**src/rtl/tlc_pkg.sv**
```systemverilog
// Shared types and default timing for the pedestrian request path and the
// traffic light controller it feeds.
package tlc_pkg;

  // Request FSM states; encoding is shared with traffic_light_controller.
  typedef enum logic [1:0] {
    IDLE     = 2'd0,
    ACTIVE   = 2'd1,
    COOLDOWN = 2'd2
  } tlc_state_e;

  // Default timing at a 100 MHz system clock.
  localparam int DEF_DEBOUNCE_CYCLES = 1000000;    // 10 ms
  localparam int DEF_EN_HOLD_CYCLES  = 50000000;   // 0.5 s
  localparam int DEF_COOLDOWN_CYCLES = 100000000;  // 1 s

  // Largest of three values, used to size a shared timer.
  function automatic int max3(input int a, input int b, input int c);
    int m;
    m = (a > b) ? a : b;
    return (m > c) ? m : c;
  endfunction

endpackage

```
**src/rtl/btn_debounce.sv**
```systemverilog
// Pushbutton front end: two-flop synchroniser, stability-count debounce and
// rising-edge detect on the debounced level.
module btn_debounce
  import tlc_pkg::*;
#(
  parameter int DEBOUNCE_CYCLES = DEF_DEBOUNCE_CYCLES
) (
  input  logic clk,
  input  logic rst_n,
  input  logic btn_raw,
  output logic db,
  output logic press
);

  localparam int                CNT_W    = $clog2(DEBOUNCE_CYCLES);
  localparam logic [CNT_W-1:0]  CNT_LAST = CNT_W'(DEBOUNCE_CYCLES - 1);

  logic             sync1;
  logic             sync2;
  logic             db_d;
  logic [CNT_W-1:0] db_cnt;

  // Two-flop synchroniser for the asynchronous button input.
  always_ff @(posedge clk or negedge rst_n) begin
    if (!rst_n) begin
      sync1 <= 1'b0;
      sync2 <= 1'b0;
    end else begin
      sync1 <= btn_raw;
      sync2 <= sync1;
    end
  end

  // Accept a new level only after it has disagreed with db for a full run;
  // any agreement in between restarts the count, discarding bounce.
  always_ff @(posedge clk or negedge rst_n) begin
    if (!rst_n) begin
      db     <= 1'b0;
      db_cnt <= '0;
    end else if (sync2 != db) begin
      if (db_cnt == CNT_LAST) begin
        db     <= sync2;
        db_cnt <= '0;
      end else begin
        db_cnt <= db_cnt + 1'b1;
      end
    end else begin
      db_cnt <= '0;
    end
  end

  // Delayed copy of db for edge detection.
  always_ff @(posedge clk or negedge rst_n) begin
    if (!rst_n) db_d <= 1'b0;
    else        db_d <= db;
  end

  // Only the press (rising) edge is of interest; releases are ignored.
  assign press = db & ~db_d;

endmodule

```
**src/rtl/ped_request_ctrl.sv**
```systemverilog
// Pedestrian request controller: turns debounced button presses into
// fixed-length enable windows separated by a cooldown, remembers one press
// made during cooldown, and offers an auto mode that forces the enable high.
module ped_request_ctrl
  import tlc_pkg::*;
#(
  parameter int DEBOUNCE_CYCLES = DEF_DEBOUNCE_CYCLES,
  parameter int EN_HOLD_CYCLES  = DEF_EN_HOLD_CYCLES,
  parameter int COOLDOWN_CYCLES = DEF_COOLDOWN_CYCLES
) (
  input  logic CLK_I,
  input  logic RST_N_I,
  input  logic BTN_I,
  input  logic MODE_AUTO_I,
  output logic EN_O,
  output logic BTN_DB_O,
  output logic PENDING_O,
  output logic BUSY_O
);

  localparam int               TMR_W     = $clog2(max3(DEBOUNCE_CYCLES, EN_HOLD_CYCLES,
                                                       COOLDOWN_CYCLES));
  localparam logic [TMR_W-1:0] HOLD_LAST = TMR_W'(EN_HOLD_CYCLES - 1);
  localparam logic [TMR_W-1:0] COOL_LAST = TMR_W'(COOLDOWN_CYCLES - 1);

  tlc_state_e       state;
  tlc_state_e       state_nxt;
  logic [TMR_W-1:0] tmr;
  logic [TMR_W-1:0] tmr_nxt;
  logic             pending;
  logic             pending_nxt;
  logic             db;
  logic             press;

  btn_debounce #(
    .DEBOUNCE_CYCLES(DEBOUNCE_CYCLES)
  ) u_btn_debounce (
    .clk    (CLK_I),
    .rst_n  (RST_N_I),
    .btn_raw(BTN_I),
    .db     (db),
    .press  (press)
  );

  // State, shared timer and queued-press flag.
  always_ff @(posedge CLK_I or negedge RST_N_I) begin
    if (!RST_N_I) begin
      state   <= IDLE;
      tmr     <= '0;
      pending <= 1'b0;
    end else begin
      state   <= state_nxt;
      tmr     <= tmr_nxt;
      pending <= pending_nxt;
    end
  end

  // Window / cooldown sequencing. Presses during ACTIVE are already being
  // served; presses during COOLDOWN collapse into a single pending request.
  always_comb begin
    state_nxt   = state;
    tmr_nxt     = tmr + 1'b1;
    pending_nxt = pending;
    case (state)
      IDLE: begin
        tmr_nxt = '0;
        if (press) state_nxt = ACTIVE;
      end
      ACTIVE: begin
        if (tmr == HOLD_LAST) begin
          state_nxt = COOLDOWN;
          tmr_nxt   = '0;
        end
      end
      COOLDOWN: begin
        if (tmr == COOL_LAST) begin
          tmr_nxt     = '0;
          pending_nxt = 1'b0;
          state_nxt   = (pending || press) ? ACTIVE : IDLE;
        end else if (press) begin
          pending_nxt = 1'b1;
        end
      end
      default: begin
        state_nxt   = IDLE;
        tmr_nxt     = '0;
        pending_nxt = 1'b0;
      end
    endcase
  end

  // Outputs decoded from registered state only; auto mode overrides EN_O.
  always_comb begin
    EN_O      = (state == ACTIVE) | MODE_AUTO_I;
    BUSY_O    = (state != IDLE);
    PENDING_O = pending;
    BTN_DB_O  = db;
  end

endmodule

```
**config.mk**
```make
export PLATFORM = sky130hd
export DESIGN_NAME = ped_request_ctrl
export DESIGN_NICKNAME = d
export VERILOG_FILES = /design/src/rtl/tlc_pkg.sv /design/src/rtl/btn_debounce.sv /design/src/rtl/ped_request_ctrl.sv
export SDC_FILE = /design/constraint.sdc
export NUM_CORES = 1
export LEC_CHECK = 0
export CORE_MARGIN = 10
export CORE_UTILIZATION = 50
export CTS_BUF_LIST = sky130_fd_sc_hd__clkbuf_8
export DETAILED_ROUTE_END_ITERATION = 16
export MAX_ROUTING_LAYER = met4
export PLACE_DENSITY = 0.72
export SETUP_SLACK_MARGIN = 0.05
export SKIP_LAST_GASP = 1
export SYNTH_ARGS = -nofsm -noshare
export SYNTH_HDL_FRONTEND = slang
export SYNTH_SLANG_ARGS = --single-unit
```
**constraint.sdc**
```tcl
create_clock -name CLK_I -period 4.83 [get_ports CLK_I]
set_input_delay 0.483 -clock CLK_I [delete_from_list [all_inputs] [get_ports CLK_I]]
set_output_delay 0.483 -clock CLK_I [all_outputs]
set_load 0.03 [all_outputs]
```
==> impl_results.md, run 1 <==
- RSZ-0062 raised after global routing: false
- Synth top area cells: dfrtp_1, nor2_1, xnor2_1
- Combinational power share: 0.028
- Root Driver: clkbuf_8
- Tcrit/Tclk final: 0.4975
- Row count: 26
- PD cells: 242.7 nW/um^2
- Status: completed
- Max stage delay on crit path: 590 ps
- DRT Pass-1 Iters: 4
- Final setup skew: 11.56 ps
- Highest-delay cell along the critical path: clkdlybuf4s50_1
- Clk sinks: 54
- Max-Cap Viols: 0
- Post-synth EDFFs: 0
- Post-synthesis sequential area ratio: 0.4963
- Family with the most delay on the worst path: buffers and inverters
- Fin. Hold Viols: 0
- Ant. Diodes: 0
- Psw: 0.1538 mW
- Commonest cells in the netlist: dfrtp_1, nor2_1, xnor2_1
- Postcts setup bufs: 0
- Buffer and inverter count on the worst path: 2
- Synthesized Nets: 289
- First-pass GRT wire length: between 8000 and 9000 um
- Setup_tns: 0 ps
- Post-route minimum period: 2403 ps
- CP Capture Type: output pin
- Leakage power: 1.165 nW
- Total Power: 0.7100 mW
- Dpl hpwl: between 3000 and 4000 um
- Final Net Count: between 200 and 300
- Mean Syn Cell Area: 9.758 um^2
- Setup Viol. Count Final: 0
- CP Max Fanout: 4
- Seq cells post-synth: 54
- GRT Util Overall: 0.1282
- Num CTS Buffers: 5
- Initial antenna violation count: 0
- Clk slew on worst S/H paths: 80 ps
- Average wire per standard cell: around 14 um
- Via count: 1,969
- Initial core utilization: 0.5231
- Post-Synthesis Cells: 279
- Highest clock rate: 416.2 MHz
- Worst skew pair latency: 310 ps
- Die Wd: 93.79 um
- Async SR Flop Fraction: 1.000
- Switching share of power: 0.2167
- DRC: 0
- Crit Path Category: flop to output pin
- Ys flop type: dfrtp_1
- Vias per cell: approximately 5.5
- Cell area after synthesis: 2723 um^2
- CTS Hold Bufs: 0
- Arr. time, crit path: 1920 ps
- Routed wire length: 5057 um
- Tightest Pin Transition: between 600 and 700 ps
- DRT antenna net count: 0
- Critical Path, Cell by Cell: inv_1 > ha_1 > or2_2 > clkdlybuf4s50_1
- Slew Limit Fails: 0
- Sequential share of power: 0.643
- TritonCTS clock tree: built
- Ys Warns: 0
- Drt first-iter violations: 97
- Final GP Congestion: 0.7992
- H-tree depth: 2
- Area grow syn2layout: 7.445%
- Global route overflow: 0
- CP required: 4350 ps
- Post-synth top area share: 0.4963
- VDD IR max: approximately 180 uV
- Share of post-route cells with drive strength above 1: 0.06643
- Die area: 8797 um^2
- Post_cts resized: 0
- Core region area: 5205 um^2
- # IOs: 8
- Cell taking the most area after synthesis: dfrtp_1
- Worst min path class: input pin to asynchronous set/reset pin
- Internal power: 0.5562 mW
- Clk pwr share: 0.329
- Port bufs: 7
- Slew headroom: 0.5377
- Die H: 93.79 um
- Synth cell types: 40
- Largest net degree at the start of global routing: 55
- CP Launch Type: flop
- Clock Tree Buf Depth: 2
- Vias in the first global route: approximately 2,000
## per-stage QoR
step / instance area [um^2] / std cells / worst slack [ps] / hold slack, ps / utilization
6_report: 2925 / 356 / 2427 / 289.8 / 0.5620
5_1_grt: 2925 / 356 / 2243 / 344.4 / 0.5620
4_1_cts: 2925 / 356 / 2414 / 314.9 / 0.5620
3_5_place_dp: 2849 / 349 / 2475 / 349.0 / 0.5474
3_3_place_gp: 2849 / 349 / 2533 / 337.5 / 0.5474
2_1_floorplan: 2723 / 279 / 2855 / 187.4 / -
## flip-flops by register name (all words and copies together) (netlist names)
signal and count:
u_btn_debounce.db_d 1, PENDING_O 1, u_btn_debounce.db_cnt 20, u_btn_debounce.db 1, state 2, u_btn_debounce.sync2 1, u_btn_debounce.sync1 1, tmr 27
## cell usage in the layout, fill, tap and decap left out, types with 3 or more instances in the layout
master | netlist | final
and4_1 | 4 | 4
o21ai_0 | 3 | 3
nor2_1 | 54 | 54
clkbuf_8 | 0 | 5
nor3_1 | 4 | 4
xnor2_1 | 22 | 22
xor2_1 | 19 | 19
nand2_1 | 21 | 21
ha_1 | 6 | 6
or3_1 | 3 | 3
dfrtp_1 | 54 | 54
nor4_1 | 9 | 9
inv_1 | 8 | 10
a21oi_1 | 5 | 5
nor4b_1 | 3 | 3
and3_1 | 6 | 6
or2_2 | 4 | 4
nand4_1 | 10 | 10
nand3_1 | 16 | 16
clkdlybuf4s50_1 | 0 | 6
## metal layers
metal | vias up | track usage | wire length (um)
li1 | 967 | - | -
met4 | 0 | 0.04810 | 75
met5 | - | - | 0
met3 | 5 | 0.03277 | 190
met2 | 21 | 0.2022 | 2307
met1 | 976 | 0.1543 | 2483
## worst paths after layout
path                                                startpoint                             end  slack, ps  depth (start not counted)
min in group CLK_I              u_btn_debounce.sync1$_DFF_PN0_  u_btn_debounce.sync2$_DFF_PN0_        370                          0
worst min register to register  u_btn_debounce.sync1$_DFF_PN0_  u_btn_debounce.sync2$_DFF_PN0_        370                          0
max in group asynchronous                              RST_N_I                tmr[3]$_DFF_PN0_       4080                          2
worst max-delay path                      state[1]$_DFFE_PN0P_                            EN_O       2430                          4
worst max register to register                tmr[0]$_DFF_PN0_               tmr[24]$_DFF_PN0_       2470                          6
worst min-delay path                                   RST_N_I           PENDING_O$_DFFE_PN0P_        290                          2
## area by class of cell
cell class,count,area [um^2]
clock buffers,5,68.82
clock inverters,2,7.507
fillers,456,2280
inverters,8,30.03
multi-input cells,209,1308
flip-flops and latches,54,1351
well taps,70,87.58
repair buffers,8,72.57
## power by group through the flow
| stage | combinational [mW] | sequential, mW | clock (mW) |
|---|---|---|---|
| 2_1_floorplan | 0.00737 | 0.465 | 0 |
| 3_3_place_gp | 0.0206 | 0.466 | 0 |
| 3_5_place_dp | 0.0209 | 0.466 | 0 |
| 4_1_cts | 0.0208 | 0.457 | 0.243 |
| 5_1_grt | 0.0227 | 0.458 | 0.261 |
| 6_report | 0.0198 | 0.457 | 0.233 |
## cells by family (layout without fill, tap and decap cells)
logic type                 count (synthesis)  count (layout)  share of synthesized area
and+or+nand+nor                          146             146                     0.2767
DFF                                       54              54                     0.4963
xor gates and xnor gates                  41              41                     0.1319
buffers and inverters                     16              23                    0.02344
AOI/OAI and AO/OA                         15              15                    0.03998
adders and majority gates                  6               6                    0.02757
muxes                                      1               1                   0.004136
## worst register-to-register path, stage by stage, from the launching register on
cell     delay [ps]
dfrtp_1         390
ha_1            210
and4_1          310
nand4_1         190
o31a_2          410
o21ai_4         580
nor2_1          130
(Power assumes the default switching activity.)
==> run 2, diff against run 1 <==
PLACE_DENSITY = 0.74   (was 0.72)
clock period = 2 ns   (was 4.83 ns; I/O delays follow)
==> run 2 against run 1 <==
Setup slack lost 2400 ps. Sequential cell count did not move. Clock-buffer cell count is the same. Die area stayed put. Combinational power rose to 2.7 times the previous value. Critical endpoint is now tmr[13]$_DFF_PN0_. Largest cell class is now multi-input combinational cells.
==> impl_results.md, run 2 (same netlist as run 1, synthesis figures left out) <==
- Tcrit/Tclk final: 0.9621
- Global route overflow: 0
- DRT antenna net count: 0
- TritonCTS clock tree: built
- Initial antenna violation count: 0
- Die H: 93.79 um
- WL met3: 277 um
- Routed wire length: about 5500 um
- Finished Core Util: 0.6185
- Slew headroom: 0.5834
- PD cells: 554.5 nW/um^2
- CP Capture Type: flop
- CP Launch Type: flop
- Max FFs per register: 27
- Finished layout cell area: 3219 um^2
- Final setup skew: approximately 13 ps
- Via count: approximately 2,100
- Final GP Congestion: 0.8957
- GRT Util Overall: 0.1362
- Metal-1 WL: between 2000 and 3000 um
- Initial core utilization: 0.5231
- Clk sinks: 54
- Leakage power: about 1.3 nW
- CP Max Fanout: 14
- Vias per cell: around 5.5
- Die Wd: 93.79 um
- First-pass GRT wire length: 9563 um
- Worst min path class: input pin to flop
- Dpl hpwl: 3845 um
- # IOs: 8
- Met2 WL: 2442 um
- Status: completed
- Commonest cells after routing, fill and taps aside: nor2_1, dfrtp_1, buf_4, xnor2_1, nand2_1
- Clk slew on worst S/H paths: 100 ps
- Final Net Count: 321
- Core region area: about 5200 um^2
- Share of post-route cells with drive strength above 1: 0.1859
- Tightest Pin Transition: 625.0 ps
- Max-Cap Viols: 0
- Port bufs: 7
- RSZ-0062 raised after global routing: true
- Setup Viol. Count Final: 0
- Worst skew pair latency: approximately 310 ps
- Highest metal used: met4
- Vias in the first global route: roughly 2,100
- Commonest non-fill, non-tap cell in the layout: nor2_1
- Average wire per standard cell: 14.30 um
- Top flop regs: tmr (27), u_btn_debounce.db_cnt (20), state (2)
- Drt first-iter violations: 125
- Biggest register: tmr
- Row count: 26
- DRT Pass-1 Iters: 4
- H-tree depth: 2
- Clock Tree Buf Depth: 2
- Hold slack: 313.5 ps
- Arr. time, crit path: approximately 2100 ps
- DRC: 0
- Crit Path Category: flop to flop
- Fin. Hold Viols: 0
- VDD IR max: slightly below 400 uV
- CP required: approximately 2200 ps
- Post-route minimum period: 1924 ps
- Largest net degree at the start of global routing: 29
- Root Driver: clkbuf_8
- Ant. Diodes: 0
- Area of placed instances: 3009 um^2
- Die area: 8797 um^2
- Num CTS Buffers: 5
- Highest clock rate: a little over 500 MHz
- Total Power: around 1.8 mW
- Area grow syn2layout: 18.24%
- Slew Limit Fails: 0
- Fillers: 436
[run 2: area by class of cell]
cell class                      count  area (um^2)  area share
Multi-Input combinational cell    209         1370      0.4256
Clock buffer                        5        68.82     0.02138
Clock inverter                      3        23.77    0.007384
Sequential cell                    54         1354      0.4205
Timing Repair Buffer               33        285.3     0.08861
Tap cell                           70        87.58     0.02721
Inverter                            8        30.03    0.009328
[run 2: through the flow]
| stage | instances | worst slack [ps] | TNS (ps) |
|---|---|---|---|
| after detailed placement | 367 | -68.68 | -1566 |
| after global routing | 382 | -3.876 | -3.876 |
| final | 382 | 75.70 | 0 |
| after floorplan | 279 | 25.46 | 0 |
| after CTS | 376 | 37.87 | 0 |
| after global placement | 367 | -3.206 | -4.029 |
[run 2: worst max-delay path, stage by stage, from the launching register on]
cell and delay [ps]:
dfrtp_2 460, nor4_4 320, nand2_1 110, o41a_1 490, o21ai_4 220, buf_12 170, nor2_1 50
[run 2: final timing paths]
kind,from,endpoint,slack (ps),cells past startpoint
worst max-delay path,tmr[8]$_DFF_PN0_,tmr[13]$_DFF_PN0_,80,6
worst min-delay path,BTN_I,u_btn_debounce.sync1$_DFF_PN0_,310,1
worst max register to register,tmr[8]$_DFF_PN0_,tmr[13]$_DFF_PN0_,80,6
worst min register to register,u_btn_debounce.sync1$_DFF_PN0_,u_btn_debounce.sync2$_DFF_PN0_,360,0
max in group asynchronous,RST_N_I,tmr[20]$_DFF_PN0_,920,3
min in group asynchronous,RST_N_I,u_btn_debounce.db_d$_DFF_PN0_,430,2
[run 2: repair_timing]
| action | 4_1_cts | 5_1_grt |
|---|---|---|
| pin swaps | 0 | 4 |
| endpoints found under the hold margin | 26 | 0 |
| setup buffers | 0 | 6 |
| endpoints found under the setup margin | 32 | 47 |
| hold buffers | 1 | 0 |
| resized for setup | 6 | 10 |
[run 2: layer usage]
layer	up-vias	GRT usage
li1	1014	-
met1	1017	0.1729
met2	53	0.2033
met3	8	0.03517
met4	0	0.05190
met5	-	-
[run 2: report_power, final]
| group | total, mW | switching [mW] | leakage (nW) | internal (mW) |
|---|---|---|---|---|
| clock network | 0.628 | 0.377 | 0.0408 | 0.251 |
| logic | 0.0536 | 0.0368 | 0.533 | 0.0167 |
| registers | 1.10 | 0.00604 | 0.744 | 1.10 |
==> run 3, diff against run 2 <==
CORE_UTILIZATION = 29   (was 50)
PLACE_DENSITY = 0.5   (was 0.74)
SLEW_MARGIN = 20   (was default)
==> run 3 against run 2 <==
Power increased by 1.8%. Non-clock buffer count is 2 lower. Critical path type unchanged. Largest cell class is now registers. Highest routed layer unchanged. Routed wire length increased by 0.77%.
==> impl_results.md, run 3 (same netlist as run 1, synthesis figures left out) <==
- Final Net Count: 319
- Status: completed
- Area grow syn2layout: 18.06%
- RSZ-0062 raised after global routing: true
- Total Power: 1.817 mW
- CP Launch Type: flop
- Largest net degree at the start of global routing: 27
- Metal-1 WL: 2724 um
- Ant. Diodes: 0
- Biggest register: tmr
- Via count: between 1,500 and 2,000
- DRC: 0
- DRT Pass-1 Iters: 4
- Die area: around 14,000 um^2
- Drt first-iter violations: 76
- Initial antenna violation count: 0
- Worst min path class: input pin to flop
- First-pass GRT wire length: 9597 um
- Routed wire length: ~5500 um
- Slew Limit Fails: 0
- TritonCTS clock tree: built
- DRT antenna net count: 0
- Clk slew on worst S/H paths: 100 ps
- Vias per cell: 4.703
- Multi-input logic area: 1329 um^2
- Max-Cap Viols: 0
- Port bufs: 7
- Crit Path Category: flop to flop
- Initial core utilization: 0.2961
- PD cells: 565.3 nW/um^2
- Final GP Congestion: 0.8009
- Highest metal used: met4
- Root Driver: clkbuf_8
- Met2 WL: approximately 2500 um
- VDD IR max: 208.4 uV
- Vias in the first global route: between 2,000 and 2,500
- Top flop regs: tmr (27), u_btn_debounce.db_cnt (20), state (2)
- Tightest Pin Transition: 569.6 ps
- WL met3: 160 um
- GRT Util Overall: 0.09142
- H-tree depth: 2
- CP required: about 2200 ps
- Highest clock rate: about 520 MHz
- Final setup skew: approximately 8.5 ps
- Max FFs per register: 27
- Average wire per standard cell: 13.08 um
- Share of post-route cells with drive strength above 1: 0.1516
- Register area: 1351 um^2
- Die Wd: 116.9 um
- # IOs: 8
- Fin. Hold Viols: 0
- Tcrit/Tclk final: 0.9599
- Area of placed instances: 3083 um^2
- Row count: 35
- Arr. time, crit path: 2160 ps
- Clock Tree Buf Depth: 2
- Fillers: 936
- Post-route minimum period: 1920 ps
- Slew headroom: 0.6203
- CP Capture Type: flop
- Setup Viol. Count Final: 0
- Core region area: about 9200 um^2
- Die H: 116.9 um
- Commonest cells after routing, fill and taps aside: dfrtp_1, nor2_1, xnor2_1, nand2_1, buf_4
- CP Max Fanout: 5
- Leakage power: 1.306 nW
- Num CTS Buffers: 5
- Worst skew pair latency: 320 ps
- Finished layout cell area: 3214 um^2
- Setup_tns: 0 ps
- Global route overflow: 0
- Clk sinks: 54
- Dpl hpwl: 3841 um
run 3: cell count changes in the layout (fill, tap and decap cells not counted), sizes merged:
cell / previous run / this run
clkinv: 0 / 1
buf: 26 / 24
inv: 9 / 8
clkinvlp: 2 / 1
clkbuf: 5 / 6
run 3: path summary, 6_finish.rpt:
check,from,to,slack (ps),cells after the start
setup / recovery,tmr[6]$_DFF_PN0_,tmr[21]$_DFF_PN0_,80,5
setup reg to reg,tmr[6]$_DFF_PN0_,tmr[21]$_DFF_PN0_,80,5
min in group asynchronous,RST_N_I,tmr[9]$_DFF_PN0_,400,2
hold / removal,BTN_I,u_btn_debounce.sync1$_DFF_PN0_,300,1
hold reg to reg,u_btn_debounce.sync1$_DFF_PN0_,u_btn_debounce.sync2$_DFF_PN0_,370,0
max in group asynchronous,RST_N_I,tmr[18]$_DFF_PN0_,980,3
run 3: power by group:
| part | leakage [nW] | switching (mW) | internal [mW] | total, mW |
|---|---|---|---|---|
| Sequential | 0.748 | 0.00582 | 1.10 | 1.10 |
| Clock | 0.0472 | 0.379 | 0.279 | 0.659 |
| Combinational | 0.511 | 0.0367 | 0.0181 | 0.0548 |
| Total | 1.31 | 0.422 | 1.40 | 1.82 |
run 3: layer usage:
layer	vias up	GRT usage
met5	-	-
met1	939	0.1117
met2	17	0.1421
li1	1016	-
met3	8	0.02396
met4	0	0.03460
run 3: area by class of cell:
| type | instances | share of cell area |
|---|---|---|
| well taps | 111 | 0.04321 |
| clock buffers | 6 | 0.02569 |
| flip-flops and latches | 54 | 0.4204 |
| multi-input cells | 209 | 0.4134 |
| clock inverters | 2 | 0.003893 |
| inverters | 8 | 0.009342 |
| repair buffers | 31 | 0.08408 |
run 3: worst max-delay path: stages (launching register included):
cell     delay (ps)
dfrtp_1         440
and4_4          290
nand3_4          80
or4b_4          550
or3_1           330
a21oi_1         160
run 3: through the flow:
step                setup slack, ps    util  hold slack (ps)  cells
finish                        80.12  0.3495            302.5    421
global route                 -10.44  0.3495            294.1    421
detailed placement           -120.6  0.3352            227.8    411
global placement             -61.91  0.3352            230.9    411
CTS                           56.55  0.3487            290.4    420
floorplan                     25.46       -           -95.59    279
run 3: timing repair:
item,4_1_cts,5_1_grt
endpoints found under the hold margin,20,0
resized for setup,6,0
hold buffers,1,0
pin swaps,0,2
setup endpoints to repair,32,27
setup buffers,0,1
